--- src/rtl/codec_pkg.sv ---
// Shared definitions for the coefficient scan/quantize path.
// Contents:
//   state_t          scan controller states
//   BLOCK_8X8/16X16  block_mode encodings
//   N_COEFF_8/16     coefficients per block
//   shift_factor()   position-dependent quantizer shift (also used by the decode side)
package codec_pkg;

    typedef enum logic [1:0] {
        S_IDLE  = 2'd0,
        S_SCAN  = 2'd1,
        S_DRAIN = 2'd2,
        S_DONE  = 2'd3
    } state_t;

    localparam logic BLOCK_8X8   = 1'b0;
    localparam logic BLOCK_16X16 = 1'b1;

    localparam int N_COEFF_8  = 64;
    localparam int N_COEFF_16 = 256;

    // p = row + col of the coefficient; higher frequencies get a coarser step.
    function automatic logic [2:0] shift_factor(input logic q, input logic mode, input logic [4:0] p);
        logic [2:0] s;
        if (!q) begin
            if (mode == BLOCK_8X8) s = (p <= 5'd6) ? 3'd3 : (p <= 5'd10) ? 3'd4 : 3'd5;
            else                   s = (p <= 5'd18) ? 3'd4 : 3'd5;
        end else begin
            if (mode == BLOCK_8X8) s = (p <= 5'd3) ? 3'd3 : (p <= 5'd6) ? 3'd4 : (p <= 5'd11) ? 3'd5 : 3'd6;
            else                   s = (p <= 5'd5) ? 3'd4 : (p <= 5'd20) ? 3'd5 : 3'd6;
        end
        return s;
    endfunction

endpackage

--- src/rtl/coeff_quant_scan_zigzag.sv ---
// zigzag_counter: walks an 8x8 or 16x16 block in zig-zag order.
// Ports:
//   clk_i, rst_i    clock, asynchronous active-high reset
//   init_i          load (0,0) and sample block_mode_i
//   block_mode_i    0 = 8x8 (down-first), 1 = 16x16 (right-first)
//   advance_i       step to the next scan position
//   row_o, col_o    current position
module zigzag_counter
    import codec_pkg::*;
(
    input  logic       clk_i,
    input  logic       rst_i,
    input  logic       init_i,
    input  logic       block_mode_i,
    input  logic       advance_i,
    output logic [3:0] row_o,
    output logic [3:0] col_o
);

    // dir 1 = up-right (row-1, col+1), dir 0 = down-left (row+1, col-1)
    logic [3:0] row_q, row_d, col_q, col_d;
    logic       dir_q, dir_d, mode_q, mode_d;
    logic [3:0] max_idx;

    assign max_idx = (mode_q == BLOCK_16X16) ? 4'd15 : 4'd7;

    always_comb begin
        row_d  = row_q;
        col_d  = col_q;
        dir_d  = dir_q;
        mode_d = mode_q;
        if (init_i) begin
            row_d  = 4'd0;
            col_d  = 4'd0;
            mode_d = block_mode_i;
            // Starting "up-right" at (0,0) hits the row-0 edge and steps right first.
            dir_d  = (block_mode_i == BLOCK_16X16);
        end else if (advance_i) begin
            if (dir_q) begin
                if (col_q == max_idx) begin
                    row_d = row_q + 4'd1;
                    dir_d = 1'b0;
                end else if (row_q == 4'd0) begin
                    col_d = col_q + 4'd1;
                    dir_d = 1'b0;
                end else begin
                    row_d = row_q - 4'd1;
                    col_d = col_q + 4'd1;
                end
            end else begin
                if (row_q == max_idx) begin
                    col_d = col_q + 4'd1;
                    dir_d = 1'b1;
                end else if (col_q == 4'd0) begin
                    row_d = row_q + 4'd1;
                    dir_d = 1'b1;
                end else begin
                    row_d = row_q + 4'd1;
                    col_d = col_q - 4'd1;
                end
            end
        end
    end

    always_ff @(posedge clk_i or posedge rst_i) begin
        if (rst_i) begin
            row_q  <= 4'd0;
            col_q  <= 4'd0;
            dir_q  <= 1'b0;
            mode_q <= BLOCK_8X8;
        end else begin
            row_q  <= row_d;
            col_q  <= col_d;
            dir_q  <= dir_d;
            mode_q <= mode_d;
        end
    end

    assign row_o = row_q;
    assign col_o = col_q;

endmodule

--- src/rtl/coeff_quant_scan.sv ---
// coeff_quant_scan: reads one coefficient block from the packed coefficient RAM,
// quantizes each coefficient by a position-dependent shift and streams the
// results out in zig-zag order.
// Ports:
//   Clock_50, Reset            clock, asynchronous active-high reset
//   start                      begin one block (ignored unless idle)
//   block_mode, q_number       block size / quantizer table, sampled on accepted start
//   ram_address, ram_read_data RAM read port, data one cycle after address
//   coeff_data/valid/ready/last  quantized coefficient stream
//   busy, finish               block in progress / one-cycle completion pulse
module coeff_quant_scan
    import codec_pkg::*;
#(
    parameter int ADDR_W  = 8,
    parameter int COEFF_W = 9
) (
    input  logic                      Clock_50,
    input  logic                      Reset,
    input  logic                      start,
    input  logic                      block_mode,
    input  logic                      q_number,
    output logic [ADDR_W-1:0]         ram_address,
    input  logic [31:0]               ram_read_data,
    output logic signed [COEFF_W-1:0] coeff_data,
    output logic                      coeff_valid,
    input  logic                      coeff_ready,
    output logic                      coeff_last,
    output logic                      busy,
    output logic                      finish
);

    localparam int QW = 17;
    localparam logic signed [QW-1:0] SAT_MAX = QW'((1 << (COEFF_W - 1)) - 1);
    localparam logic signed [QW-1:0] SAT_MIN = -SAT_MAX - QW'(1);

    // Divide by 2^s rounding toward zero.
    function automatic logic signed [QW-1:0] trunc_shift(input logic signed [15:0] v, input logic [2:0] s);
        logic signed [QW-1:0] x;
        x = QW'(v);
        if (v[15]) x = x + (QW'(1) << s) - QW'(1);
        return x >>> s;
    endfunction

    function automatic logic signed [COEFF_W-1:0] sat_coeff(input logic signed [QW-1:0] v);
        if (v > SAT_MAX) return COEFF_W'(SAT_MAX);
        if (v < SAT_MIN) return COEFF_W'(SAT_MIN);
        return COEFF_W'(v);
    endfunction

    state_t state_q, state_d;
    logic [7:0] idx_q, idx_d, last_idx;
    logic       mode_q, qsel_q;
    logic       accept, issue, push, pop;

    logic [3:0] row_p0, col_p0;
    logic [7:0] addr_p0;
    logic [2:0] occ_p0;

    logic       vld_p1_q, last_p1_q;
    logic [3:0] row_p1_q, col_p1_q;

    logic signed [15:0]        sample_p2;
    logic [4:0]                pos_sum_p2;
    logic signed [COEFF_W-1:0] quant_p2;

    logic signed [COEFF_W-1:0] fifo_data_q [2];
    logic [1:0] fifo_last_q;
    logic [1:0] cnt_q, cnt_d;
    logic       wr_ptr_q, rd_ptr_q;

    assign accept   = (state_q == S_IDLE) && start;
    assign last_idx = (mode_q == BLOCK_16X16) ? 8'(N_COEFF_16 - 1) : 8'(N_COEFF_8 - 1);

    // ---- stage 0: scan position and RAM address ----
    zigzag_counter u_zigzag (
        .clk_i        (Clock_50),
        .rst_i        (Reset),
        .init_i       (accept),
        .block_mode_i (block_mode),
        .advance_i    (issue),
        .row_o        (row_p0),
        .col_o        (col_p0)
    );

    // Two vertically adjacent rows share a word; columns are word-strided.
    assign addr_p0 = (mode_q == BLOCK_16X16) ? ({1'b0, col_p0, 3'b000} + {5'b0, row_p0[3:1]})
                                             : ({2'b00, col_p0, 2'b00} + {5'b0, row_p0[3:1]});
    assign ram_address = ADDR_W'(addr_p0);

    // Occupancy the FIFO will have after this cycle's pop and the in-flight push;
    // a new read only goes out if its result is guaranteed a slot.
    assign occ_p0 = {1'b0, cnt_q} - {2'b00, pop} + {2'b00, vld_p1_q};
    assign issue  = (state_q == S_SCAN) && (occ_p0 < 3'd2);

    // ---- stage 1: RAM data returns; position travels alongside ----
    always_ff @(posedge Clock_50) begin
        if (issue) begin
            row_p1_q  <= row_p0;
            col_p1_q  <= col_p0;
            last_p1_q <= (idx_q == last_idx);
        end
    end

    // ---- stage 2: half-select, quantize, saturate into the output FIFO ----
    assign sample_p2  = row_p1_q[0] ? ram_read_data[15:0] : ram_read_data[31:16];
    assign pos_sum_p2 = {1'b0, row_p1_q} + {1'b0, col_p1_q};
    assign quant_p2   = sat_coeff(trunc_shift(sample_p2, shift_factor(qsel_q, mode_q, pos_sum_p2)));
    assign push       = vld_p1_q;

    always_ff @(posedge Clock_50) begin
        if (push) begin
            fifo_data_q[wr_ptr_q] <= quant_p2;
            fifo_last_q[wr_ptr_q] <= last_p1_q;
        end
    end

    assign coeff_valid = (cnt_q != 2'd0);
    assign coeff_data  = coeff_valid ? fifo_data_q[rd_ptr_q] : '0;
    assign coeff_last  = coeff_valid & fifo_last_q[rd_ptr_q];
    assign pop         = coeff_valid & coeff_ready;
    assign cnt_d       = cnt_q + {1'b0, push} - {1'b0, pop};

    always_comb begin
        state_d = state_q;
        idx_d   = idx_q;
        case (state_q)
            S_IDLE: begin
                if (start) begin
                    state_d = S_SCAN;
                    idx_d   = 8'd0;
                end
            end
            S_SCAN: begin
                if (issue) begin
                    idx_d = idx_q + 8'd1;
                    if (idx_q == last_idx) state_d = S_DRAIN;
                end
            end
            S_DRAIN: if (pop && coeff_last) state_d = S_DONE;
            S_DONE:  state_d = S_IDLE;
            default: state_d = S_IDLE;
        endcase
    end

    always_ff @(posedge Clock_50 or posedge Reset) begin
        if (Reset) begin
            state_q  <= S_IDLE;
            idx_q    <= 8'd0;
            mode_q   <= BLOCK_8X8;
            qsel_q   <= 1'b0;
            vld_p1_q <= 1'b0;
            cnt_q    <= 2'd0;
            wr_ptr_q <= 1'b0;
            rd_ptr_q <= 1'b0;
        end else begin
            state_q  <= state_d;
            idx_q    <= idx_d;
            if (accept) begin
                mode_q <= block_mode;
                qsel_q <= q_number;
            end
            vld_p1_q <= issue;
            cnt_q    <= cnt_d;
            if (push) wr_ptr_q <= ~wr_ptr_q;
            if (pop)  rd_ptr_q <= ~rd_ptr_q;
        end
    end

    assign busy   = (state_q != S_IDLE);
    assign finish = (state_q == S_DONE);

endmodule

--- config.mk ---
export PLATFORM = sky130hd
export DESIGN_NAME = coeff_quant_scan
export DESIGN_NICKNAME = d
export VERILOG_FILES = /design/src/rtl/codec_pkg.sv /design/src/rtl/coeff_quant_scan_zigzag.sv /design/src/rtl/coeff_quant_scan.sv
export SDC_FILE = /design/constraint.sdc
export NUM_CORES = 1
export LEC_CHECK = 0
export ABC_AREA = 1
export ABC_CLOCK_PERIOD_IN_PS = 7000
export BUFFER_PORTS_ARGS = -buffer_cell sky130_fd_sc_hd__buf_4
export CORE_MARGIN = 1.5
export CORE_UTILIZATION = 65
export CTS_CLUSTER_SIZE = 28
export DETAILED_ROUTE_END_ITERATION = 10
export HOLD_SLACK_MARGIN = 0.05
export PLACE_DENSITY = 0.87
export SYNTH_ARGS = -nofsm -noshare
export SYNTH_HDL_FRONTEND = slang
export SYNTH_HIERARCHICAL = 1
export SYNTH_SLANG_ARGS = --single-unit
--- constraint.sdc ---
create_clock -name Clock_50 -period 7 [get_ports Clock_50]
set_input_delay 1.4 -clock Clock_50 [delete_from_list [all_inputs] [get_ports Clock_50]]
set_output_delay 1.4 -clock Clock_50 [all_outputs]
set_load 0.01 [all_outputs]
Yosys cells after proc, flatten, opt, wreduce, memory -nomap -nowiden
Memories as Yosys holds them, arrays and structs flattened.
Index checks and enable logic that the tools add are counted.
- register bits after elaboration: 37
- RAM bits: 18
- bits of input ports: 38
- output and inout port bits: 21
- logic and storage cells: 136
- memories kept: 1
- memory list (memory ; words ; bits a word ; read ports ; clocked after memory_dff ; wr ports ; line ; source):
    fifo_data_q ; 2 ; 9 ; 1 ; 0 ; 1 ; coeff_quant_scan.sv:66 ; logic signed [COEFF_W-1:0] fifo_data_q [2];
- add/subtract/negate cells: 14
- magnitude comparators: 13
- eq/ne operators: 14
- shift operators: 2
- multiplexer cells: 58
- bitwise logic cells: 4
- reductions and logical operators: 15
- operators by type and width (cell ; count):
    4-bit two-way mux ; 13
    9-bit two-way mux ; 5
    8-bit two-way mux ; 4
    16-bit by 17-bit adder with 17-bit output ; 1
    17-bit by 9-bit greater-than comparator with 1-bit output, second input constant ; 1
    17-bit by 9-bit less-than comparator with 1-bit output, second input constant ; 1
    1-bit two-way mux ; 17
    17-bit two-way mux ; 1
    1-bit by 3-bit << shifter with 17-bit output, first input constant ; 1
    17-bit by 3-bit >>> shifter with 17-bit output ; 1
    17-bit by 2-bit subtractor with 17-bit output, second input constant ; 1
    16-bit two-way mux ; 1
    2-bit two-way mux ; 8
    8-bit case mux with 2 select lines ; 1
    3-bit two-way mux ; 5
    5-bit by 3-bit less-or-equal comparator with 1-bit output, second input constant ; 2
    5-bit by 4-bit less-or-equal comparator with 1-bit output, second input constant ; 2
    5-bit less-or-equal comparator, second input constant ; 2
    3-bit AND reduction ; 3
    4-bit by 1-bit adder with 4-bit output, second input constant ; 2
    7-bit by 3-bit adder with 8-bit output ; 1
    8-bit by 1-bit adder with 8-bit output, second input constant ; 1
    4-bit equality test ; 2
    8-bit equality test ; 1
    other kinds (29) ; 43

Logic depth before layout (Yosys ltp)
- word-level depth: 17
- mapped depth: 37
- gate-level depth less buffers: 36

Hierarchy
The synthesis kept the hierarchy.
- by module, submodules not included (module ; instances ; cells each ; area an instance (um^2) ; sequential area each (um^2)):
    coeff_quant_scan ; 1 ; 622 ; 4344.2 ; 1296.2
    zigzag_counter ; 1 ; 130 ; 899.6 ; 250.2

Least setup slack after synthesis
OpenSTA, ideal clock, no wires.
- path type: reg2reg
- from: register row_p1_q[0]
- to: memory fifo_data_q[0][0], data pin
- setup time: 263 ps
- data arrival time: 4225 ps
- required time: 6737 ps
- path slack: 2512 ps
- cell stages (with the launch flop): 31
- path buffers: 2
- clock period less this slack: 4488 ps
- cell sequence: edfxtp_1 -> ha_1 -> fa_1 -> nand3_1 -> inv_2 -> nor2_4 -> nand3_2 -> nand3_1 -> nand3_1 -> nand2_1 -> buf_2 -> buf_1 -> nand2_1 -> ha_1 -> inv_1 -> ha_1 -> nand2_1 -> inv_1 -> nand4_1 -> nand2_1 -> nand2_1 -> nand2_1 -> nand2_1 -> nand3_2 -> inv_2 -> nand2_1 -> nand3_1 -> nand2_1 -> nand4_2 -> o21bai_4 -> nand2_1
- cells in the longest elaborated chain, start to end: 17
- elaborated cells between the ends (all ways): 33
- classes of those cells: add/sub: 3; order compare: 9; shift: 2; mux: 19
- RTL lines (item ; line ; source):
    start: declaration ; coeff_quant_scan.sv:60 ; logic [3:0] row_p1_q, col_p1_q;
    start signal: assignment ; coeff_quant_scan.sv:98 ; row_p1_q <= row_p0;
    4-bit by 4-bit adder with 5-bit output ; coeff_quant_scan.sv:106 ; assign pos_sum_p2 = {1'b0, row_p1_q} + {1'b0, col_p1_q};
    5-bit by 4-bit less-or-equal comparator with 1-bit output ; codec_pkg.sv:29 ; if (mode == BLOCK_8X8) s = (p <= 5'd3) ? 3'd3 : (p <= 5'd6) ? 3'd4 : (p <= 5'd11) ? 3'd5 : 3'd6;
    2-bit two-way mux (2 in a row) ; codec_pkg.sv:29 ;
    3-bit two-way mux (2 in a row) ; codec_pkg.sv:29 ;
    3-bit two-way mux ; codec_pkg.sv:25 ; if (!q) begin
    1-bit by 3-bit << shifter with 17-bit output ; coeff_quant_scan.sv:40 ; if (v[15]) x = x + (QW'(1) << s) - QW'(1);
    16-bit by 17-bit adder with 17-bit output ; coeff_quant_scan.sv:40 ;
    17-bit by 2-bit subtractor with 17-bit output ; coeff_quant_scan.sv:40 ;
    17-bit two-way mux ; coeff_quant_scan.sv:40 ;
    17-bit by 3-bit >>> shifter with 17-bit output * ; coeff_quant_scan.sv:41 ; return x >>> s;
    17-bit by 9-bit less-than comparator with 1-bit output ; coeff_quant_scan.sv:46 ; if (v < SAT_MIN) return COEFF_W'(SAT_MIN);
    1-bit two-way mux (2 in a row) ; coeff_quant_scan.sv:46 ;
    9-bit two-way mux ; coeff_quant_scan.sv:47 ; return COEFF_W'(v);
    9-bit two-way mux * ; coeff_quant_scan.sv:46 ;
    named net quant_p2[0] ; coeff_quant_scan.sv:64 ; logic signed [COEFF_W-1:0] quant_p2;
    end: declaration ; coeff_quant_scan.sv:66 ;
Mark *: on every way through the listed nets, which the timed path passes. The rest lies on a longest branch. The select of a mux whose other input is x is not followed.

Worst setup path after layout
- from: register row_p1_q[0]
- to: memory fifo_data_q[1][4], data pin
Same word-level chain as after synthesis.

==> impl_metrics.tcl <==
set metrics [dict create \
    ant_nets 0 \
    wl_um 11100 \
    slew_viol_final 0 \
    area.growth.synth_to_final_pct 10.8 \
    yosys_warnings 6 \
    cts-root-buf "clkbuf_8" \
    initial_core_util_pct 67.5 \
    drtPass1Iterations 6 \
    min_period_ns 5.50 \
    grt_max_degree 28 \
    detail_route.vias_per_cell 5.46 \
    synth.avg_cell_area_um2 6.97 \
    crit_path_end_kind "flop" \
    dp_hpwl_um 8830 \
    setup_violations 0 \
    dp_slack_ns 1.65 \
    r2r_slack_ns 1.50 \
    htreeDepth 2 \
    die_w_um 92.8 \
    clockBufferDepth 2 \
    hp-start "last_p1_q$_DFFE_PP_" \
    crit_fanout 20 \
    routedWlPerCell_um 12.3 \
    cts_hold_buf 0 \
    grt_pass1_vias 4358 \
    netlist_area_mm2 0.00524 \
    start_kind "flop" \
    overflow 0 \
    crit_top_cell "nand2_1" \
    max_freq_ghz 0.182 \
    grt_usage_pct 26.9 \
    globalplace.congestion 0.934 \
    grt_pass1_wl_um 19000 \
    cts_tree "yes" \
    numCtsBuffers 5 \
    vias 4950 \
    post-place-cells 899 \
    worstSetupPathType "flop to flop" \
    hold_ws_ns 0.472 \
    rsz0062_at_grt "false" \
    ys_types 44 \
    layout.nets 888 \
    core_mm2 0.00777 \
    io_buffers 57 \
    rr_endpoint "fifo_data_q[1][4]$_DFFE_PP_" \
    clock_latency_ns 0.32 \
    cts_setup_buffers 0 \
    synth_edf_count 29 \
    grt_antenna_before_repair 0 \
    drc 0 \
    synthTopCellsByCount "nand2_1, inv_1, nand3_1" \
    worst_pin_slew_ns 0.924 \
    die_area_mm2 0.00862 \
    yosysMostFrequentCell "nand2_1" \
    setup-tns-final_ns 0 \
    syn_inst 752 \
    synth_area_leaders "edfxtp_1, nand2_1, dfrtp_1, ha_1, inv_1" \
    cp.arrival_ns 5.67 \
    final_hold_viol_count 0 \
    r2r_start "row_p1_q[0]$_DFFE_PP_" \
    fin_cells 907 \
    holdPathStages 0 \
    critPathMaxStageDelay_ns 0.42 \
    finClkSkew_ns 0.0148 \
    drtIter0Drc 390 \
    max-slew-margin-rel_pct 38.1 \
    min_path_type "flop to flop" \
    fill_cells 632 \
    ys.flop_type "edfxtp_1" \
    drive_gt1_share_pct 14.4 \
    drv_cap 0 \
    ctsResizeCount 0 \
    diodes 0 \
    yosysSeqAreaShare_pct 29.5 \
    rows 32 \
    yosysTopAreaCell "edfxtp_1" \
    num_io_pins 59 \
    die_h_um 92.8 \
    min_to "fifo_last_q[0]$_DFFE_PP_" \
    ys_seq_elements 56 \
    cts.sinks 56 \
    ff2ff_path_depth 32 \
    status "finished clean" \
    synth.top_cell.area_share_pct 16.6 \
    finalWorstSetupSlack_ns 1.50 \
    cp_slowest_cell "fa_1" \
    period_share_pct 78.5 \
    required_ns 7.17 \
    clkSlewWorstSetupHoldPaths_ns 0.11 \
    synthArstFlopShare_pct 48.2 \
]
[worst max path at each step]
stage	from	end	slack, ns	cells past startpoint
after global routing	row_p1_q[0]$_DFFE_PP_	fifo_data_q[1][4]$_DFFE_PP_	0.92	32
after floorplan	row_p1_q[0]$_DFFE_PP_	fifo_data_q[0][0]$_DFFE_PP_	2.51	30
after global placement	row_p1_q[0]$_DFFE_PP_	fifo_data_q[0][2]$_DFFE_PP_	1.88	32
after detailed placement	row_p1_q[0]$_DFFE_PP_	fifo_data_q[0][4]$_DFFE_PP_	1.65	32
after CTS	row_p1_q[0]$_DFFE_PP_	fifo_data_q[1][4]$_DFFE_PP_	1.57	32
final	row_p1_q[0]$_DFFE_PP_	fifo_data_q[1][4]$_DFFE_PP_	1.50	32
[state kept, by name, summed over array words and instances (netlist names)]
name and count:
u_zigzag/row_o 4, col_p1_q 4, u_zigzag/col_o 4, state_q 2, fifo_data_q 18, u_zigzag/mode_q 1, qsel_q 1, wr_ptr_q 1
last_p1_q 1, idx_q 8, rd_ptr_q 1, cnt_q 2, push 1, mode_q 1, u_zigzag/dir_q 1, row_p1_q 4
fifo_last_q 2
[logic make-up (layout without fill, tap and decap cells)]
group,after synthesis,count (layout),share of synthesized area (%)
muxes,9,9,1.72
adders and majority gates,46,46,11.4
xor gates and xnor gates,14,14,2.34
and+or+nand+nor,385,385,33.7
AOI/OAI and AO/OA,94,94,9.95
other,2,5,0.143
DFF,56,56,29.5
buffers and inverters,146,196,11.3
[cell usage in the layout (no fill, tap or decap), drive strengths merged, types with 10 or more instances in the layout]
master,instances
edfxtp,29
dfrtp,27
nand3,76
nand2,233
xor2,10
ha,43
nor2,44
a21oi,36
nand4,13
inv,128
buf,59
o21ai,46
[through the flow]
step	utilization (%)	instance area, um2
2_1_floorplan	-	5260
3_3_place_gp	73.7	5720
3_5_place_dp	73.7	5720
4_1_cts	74.8	5810
5_1_grt	74.8	5810
6_report	74.8	5810
[worst max-delay path: cells and delay by family, from the launching register on]
kind / cells / cell delay [ns]
compound gates: 1 / 0.11
fa+ha+maj: 4 / 1.36
buf+inv: 4 / 0.68
flops: 1 / 0.41
simple gates: 23 / 2.81
[layer usage]
layer	global-route usage [%]	wire [um]	up-vias
met5	0	0	-
met4	5.30	66	0
met1	36.6	4970	2259
met3	3.45	622	8
met2	46.0	5460	158
li1	-	-	2525
[cell type report]
class	count	area [um2]	share of cell area [%]
multi-input cells	553	3120	53.6
clock buffers	5	68.8	1.18
flip-flops and latches	56	1550	26.6
well taps	102	128	2.20
clock inverters	3	21.3	0.366
repair buffers	59	443	7.62
inverters	129	488	8.40
Power is left out: the tool's default activity adds up to more than one toggle a clock period on the data nets, which glitch-free logic cannot reach.
